## src/rtl/mips_controller.sv

```systemverilog
// Multicycle MIPS control FSM: one control word per cycle from the current state (pcen also uses zero).
// Optional bne support via `define MIPS_CTRL_BNE_EN (adds state BNEEX=12).
module mips_controller #(
    parameter logic [5:0] OP_LW    = 6'b100011,
    parameter logic [5:0] OP_SW    = 6'b101011,
    parameter logic [5:0] OP_RTYPE = 6'b000000,
    parameter logic [5:0] OP_BEQ   = 6'b000100,
    parameter logic [5:0] OP_ADDI  = 6'b001000,
    parameter logic [5:0] OP_J     = 6'b000010
) (
    input  logic       clk,
    input  logic       reset,
    input  logic [5:0] op,
    input  logic [5:0] funct,
    input  logic       zero,
    output logic       alusra,
    output logic [1:0] alusrcb,
    output logic [2:0] alucontrol,
    output logic [1:0] pcsource,
    output logic       pcen,
    output logic       iord,
    output logic       irwrite,
    output logic       memtoreg,
    output logic       regdst,
    output logic       regwrite,
    output logic       memwrite,
    output logic [3:0] state
);
`ifdef MIPS_CTRL_BNE_EN
    localparam logic [5:0] OP_BNE = 6'b000101;
`endif

    typedef enum logic [3:0] {
        S_FETCH   = 4'd0,
        S_DECODE  = 4'd1,
        S_MEMADR  = 4'd2,
        S_MEMRD   = 4'd3,
        S_MEMWB   = 4'd4,
        S_MEMWR   = 4'd5,
        S_RTYPEEX = 4'd6,
        S_RTYPEWB = 4'd7,
        S_BEQEX   = 4'd8,
        S_ADDIEX  = 4'd9,
        S_ADDIWB  = 4'd10,
        S_JEX     = 4'd11
`ifdef MIPS_CTRL_BNE_EN
        ,
        S_BNEEX   = 4'd12
`endif
    } state_t;

    state_t r_state;
    state_t w_next;
    logic   w_pcwrite;
    logic   w_branch;
    logic   w_branch_n;

    function automatic logic [2:0] f_alu_decode(input logic [5:0] f);
        case (f)
            6'b100000: f_alu_decode = 3'b010;
            6'b100010: f_alu_decode = 3'b110;
            6'b100100: f_alu_decode = 3'b000;
            6'b100101: f_alu_decode = 3'b001;
            6'b101010: f_alu_decode = 3'b111;
            default:   f_alu_decode = 3'b010;
        endcase
    endfunction

    always_ff @(posedge clk) begin
        if (reset) r_state <= S_FETCH;
        else       r_state <= w_next;
    end

    always_comb begin
        w_next     = S_FETCH;
        alusra     = 1'b0;
        alusrcb    = 2'b00;
        alucontrol = 3'b010;
        pcsource   = 2'b00;
        iord       = 1'b0;
        irwrite    = 1'b0;
        memtoreg   = 1'b0;
        regdst     = 1'b0;
        regwrite   = 1'b0;
        memwrite   = 1'b0;
        w_pcwrite  = 1'b0;
        w_branch   = 1'b0;
        w_branch_n = 1'b0;
        case (r_state)
            S_FETCH: begin
                alusrcb   = 2'b01;
                irwrite   = 1'b1;
                w_pcwrite = 1'b1;
                w_next    = S_DECODE;
            end
            S_DECODE: begin
                alusrcb = 2'b11;
                if (op == OP_LW || op == OP_SW) w_next = S_MEMADR;
                else if (op == OP_RTYPE)        w_next = S_RTYPEEX;
                else if (op == OP_BEQ)          w_next = S_BEQEX;
                else if (op == OP_ADDI)         w_next = S_ADDIEX;
                else if (op == OP_J)            w_next = S_JEX;
`ifdef MIPS_CTRL_BNE_EN
                else if (op == OP_BNE)          w_next = S_BNEEX;
`endif
                else                            w_next = S_FETCH;
            end
            S_MEMADR: begin
                alusra  = 1'b1;
                alusrcb = 2'b10;
                w_next  = (op == OP_SW) ? S_MEMWR : S_MEMRD;
            end
            S_MEMRD: begin
                iord   = 1'b1;
                w_next = S_MEMWB;
            end
            S_MEMWB: begin
                memtoreg = 1'b1;
                regwrite = 1'b1;
            end
            S_MEMWR: begin
                iord     = 1'b1;
                memwrite = 1'b1;
            end
            S_RTYPEEX: begin
                alusra     = 1'b1;
                alucontrol = f_alu_decode(funct);
                w_next     = S_RTYPEWB;
            end
            S_RTYPEWB: begin
                regdst   = 1'b1;
                regwrite = 1'b1;
            end
            S_BEQEX: begin
                alusra     = 1'b1;
                alucontrol = 3'b110;
                pcsource   = 2'b01;
                w_branch   = 1'b1;
            end
`ifdef MIPS_CTRL_BNE_EN
            S_BNEEX: begin
                alusra     = 1'b1;
                alucontrol = 3'b110;
                pcsource   = 2'b01;
                w_branch_n = 1'b1;
            end
`endif
            S_ADDIEX: begin
                alusra  = 1'b1;
                alusrcb = 2'b10;
                w_next  = S_ADDIWB;
            end
            S_ADDIWB: regwrite = 1'b1;
            S_JEX: begin
                pcsource  = 2'b10;
                w_pcwrite = 1'b1;
            end
            default: w_next = S_FETCH;
        endcase
        // Reset aborts the instruction in flight: nothing is written and all selects idle.
        if (reset) begin
            alusra     = 1'b0;
            alusrcb    = 2'b00;
            pcsource   = 2'b00;
            iord       = 1'b0;
            irwrite    = 1'b0;
            memtoreg   = 1'b0;
            regdst     = 1'b0;
            regwrite   = 1'b0;
            memwrite   = 1'b0;
            w_pcwrite  = 1'b0;
            w_branch   = 1'b0;
            w_branch_n = 1'b0;
        end
    end

    assign pcen  = w_pcwrite | (w_branch & zero) | (w_branch_n & ~zero);
    assign state = r_state;
endmodule
```

## config.mk

```make
export PLATFORM = sky130hd
export DESIGN_NAME = mips_controller
export DESIGN_NICKNAME = d
export VERILOG_FILES = /design/src/rtl/mips_controller.sv
export SDC_FILE = /design/constraint.sdc
export NUM_CORES = 1
export LEC_CHECK = 0
export CAP_MARGIN = 15
export CORE_MARGIN = 2
export CORE_UTILIZATION = 40
export CTS_BUF_LIST = sky130_fd_sc_hd__clkbuf_2
export CTS_CLUSTER_SIZE = 16
export DETAILED_ROUTE_END_ITERATION = 8
export PLACE_DENSITY = 0.83
export SETUP_SLACK_MARGIN = 0.02
export SLEW_MARGIN = 0
export SYNTH_ARGS = -nofsm -noshare
export SYNTH_HDL_FRONTEND = slang
export SYNTH_SLANG_ARGS = --single-unit
```

## constraint.sdc

```tcl
create_clock -name clk -period 3.3 [get_ports clk]
set_input_delay 0.66 -clock clk [delete_from_list [all_inputs] [get_ports clk]]
set_output_delay 0.66 -clock clk [all_outputs]
set_load 0.02 [all_outputs]
```

==> flow_metrics.py <==
metrics = {
    "floorplan": {
        "die_height_um": 40.9,
        "placementRows": 13,
        "core_um2": 1280,
        "initial_utilization": 0.425,
        "die_area_um2": 1680,
        "chipWidth_um": 40.9,
        "io_pins": 34,
    },
    "placement": {
        "port_buffers": 33,
        "dpl-instance-area_um2": 858,
        "place_congestion": 0.788,
        "dp_cells": 122,
        "pre_cts_ws_ns": 0.287,
        "hpwl_mm": 1.12,
    },
    "synth": {
        "async_reset_ff_frac": 0,
        "synth-seq-cells": 4,
        "synth-xor-area-share": 0.0321,
        "synth_compound_area_frac": 0.197,
        "synth_area_leaders": "dfxtp_1 15%, nor3_1 7.3%, nor2_1 6.9%, a21oi_1 6.4%, o21ai_0 4.6%",
        "ys_warn_count": 0,
        "synth_simple_gate_area_frac": 0.514,
        "syn_inst": 81,
        "syn_nets": 96,
        "synthTopCellsByCount": "10 x nor2_1, 8 x nor3_1, 7 x a21oi_1",
        "synth_top_area_cell": "dfxtp_1",
        "synth.most_common_cell": "nor2_1",
        "synth.area.mux_share": 0.0367,
        "synth_edf_count": 0,
        "syn_area_um2": 546,
        "synth_top_family_by_area": "simple AND/OR/NAND/NOR gates",
        "yosysSeqAreaShare": 0.147,
        "ys_types": 35,
        "synth_top_area_frac": 0.147,
        "synth_fa_ha_area_frac": 0,
        "synth_flop_cell": "dfxtp_1",
        "syn_area_per_cell_um2": 6.73,
    },
    "clock_network": {
        "clock-root-buffer": "clkbuf_2",
        "cts_setup_buffers": 0,
        "cts_resized": 0,
        "ctsHoldBuffers": 0,
        "cts_tree": "yes",
        "clk_pin_slew_worst_paths_ns": 0.04,
        "htreeDepth": 1,
        "cts_sinks": 4,
        "cts_made_buffers": 3,
        "cts.path.max_buffers": 2,
        "insertion_delay_ns": 0.20,
    },
    "detailed_routing": {
        "avgViaCountPerCell": 5.47,
        "firstDrtPassIters": 4,
        "num_vias": 684,
        "routedWlPerCell_um": 11.5,
        "drt_iter0_drc": 6,
        "drt-total-wl_mm": 1.44,
        "drc": 0,
        "antenna_left": 0,
    },
    "sta": {
        "tightestPinTransition_ns": 0.631,
        "setup_viol": 0,
        "finalSetupTns_ns": 0,
        "finClkSkew_ns": 0.00481,
        "slew-limit-headroom": 0.579,
        "fin_ws_ns": 0.291,
        "maxSlewViolCount": 0,
        "min_period_ns": 3.01,
        "timing.final.hold_violations": 0,
        "post-route-period-util": 0.912,
        "max_freq_mhz": 332,
        "rsz0062_at_grt": "false",
    },
    "global_route": {
        "grt_pass1_vias": 524,
        "track_usage": 0.179,
        "grt_pass1_wl_mm": 2.03,
        "overflow": 0,
        "grt_max_degree": 18,
        "antenna_found_initial": 0,
    },
    "worst_setup_path": {
        "cpMostUsedCell": "clkdlybuf4s50_1",
        "crit_path_cell_trace": "clkdlybuf4s50_1, nor4_1, nor2b_1, clkdlybuf4s50_1",
        "max_stage_delay_ns": 0.61,
        "arrival_ns": 2.35,
        "start_kind": "input pin",
        "crit_fanout": 12,
        "end_kind": "primary output",
        "worstPathRequired_ns": 2.64,
        "crit_family": "buffers and inverters",
        "crit_type": "input pin to primary output",
        "cp_num_buf_inv": 2,
        "slowest_stage": "clkdlybuf4s50_1",
    },
    "layout": {
        "instances_no_fill": 125,
        "syn_to_final_growth_pct": 60.1,
        "multi_input_area_um2": 425,
        "seq_area_um2": 80.1,
        "drive_above_1_share": 0.0727,
        "final_cell_area_um2": 873,
        "antenna_cells": 0,
        "largest_reg_flops": 4,
        "fillers": 134,
        "fin_nets": 127,
    },
    "power": {
        "p_leak_nw": 0.275,
        "totalPowerFinal_uw": 165,
        "powerDensity_nw_per_um2": 189,
        "vdd_drop_max_mv": 0.177,
    },
    "outcome": {
        "outcome": "finished, final reports clean",
    },
    "flow_run": {
        "drv_cap": 0,
    },
    "hold_path": {
        "hold_class": "flip-flop to flip-flop",
    },
}
==> layer usage <==
metal	vias to the layer above	GRT usage	wire (um)
met1	302	0.198	623
met4	0	0	0
met2	26	0.332	676
met5	-	0	0
met3	0	0.0761	137
li1	356	-	-
==> metrics by stage <==
step	hold slack, ns	utilization
global route	0.783	0.680
floorplan	0.715	-
CTS	0.726	0.680
global placement	0.710	0.668
finish	0.718	0.680
detailed placement	0.711	0.668
==> worst reg2reg max path, cell delays in order (launching register included) <==
cell and delay (ns):
dfxtp_1 0.72, nand2b_4 0.14, nand3b_4 0.19, or4_4 0.49, a21oi_2 0.13
==> cells in the final DEF (no fill, tap or decap) <==
cell and instances:
a211oi_1 1, a21oi_1 7, a21oi_2 1, a22oi_1 1
a31oi_1 1, and2_1 1, clkbuf_2 3, clkdlybuf4s50_1 33
dfxtp_1 4, inv_1 1, mux2i_1 2, nand2_1 6
nand2b_1 2, nand2b_4 1, nand3_1 1, nand3b_4 1
nand4_1 1, nand4b_1 1, nor2_1 10, nor2b_1 2
nor3_1 8, nor3_2 1, nor3b_1 2, nor4_1 3
nor4b_1 1, o21ai_0 5, o21bai_1 1, o32a_1 1
or2_1 1, or3_1 4, or4_4 1, xnor2_1 1
xor2_1 1
==> power breakdown <==
part | internal (mW) | total, mW | switching [mW]
sequential | 0.0501 | 0.0573 | 0.00720
combinational | 0.0363 | 0.0649 | 0.0286
clock | 0.0244 | 0.0429 | 0.0184
total | 0.111 | 0.165 | 0.0542
==> area by class of cell <==
cell class	instances	share of cell area
multi-input combinational	69	0.487
timing repair buffer	33	0.378
sequential	4	0.0917
tap	15	0.0215
clock buffer	3	0.0172
inverter	1	0.00430
==> kinds of logic after synthesis <==
group | count (synthesis)
AOI/OAI and AO/OA | 18
and+or+nand+nor | 47
buffers and inverters | 8
DFF | 4
muxes | 2
xor gates and xnor gates | 2
==> final timing paths <==
path	from	slack, ns	cells after the start	to
setup reg to reg	state[0]$_SDFF_PP0_	1.57	4	state[2]$_SDFF_PP0_
hold / removal	state[3]$_SDFF_PP0_	0.72	2	state[1]$_SDFF_PP0_
setup / recovery	reset	0.29	4	irwrite
hold reg to reg	state[3]$_SDFF_PP0_	0.72	2	state[1]$_SDFF_PP0_
(Power assumes the default switching activity.)
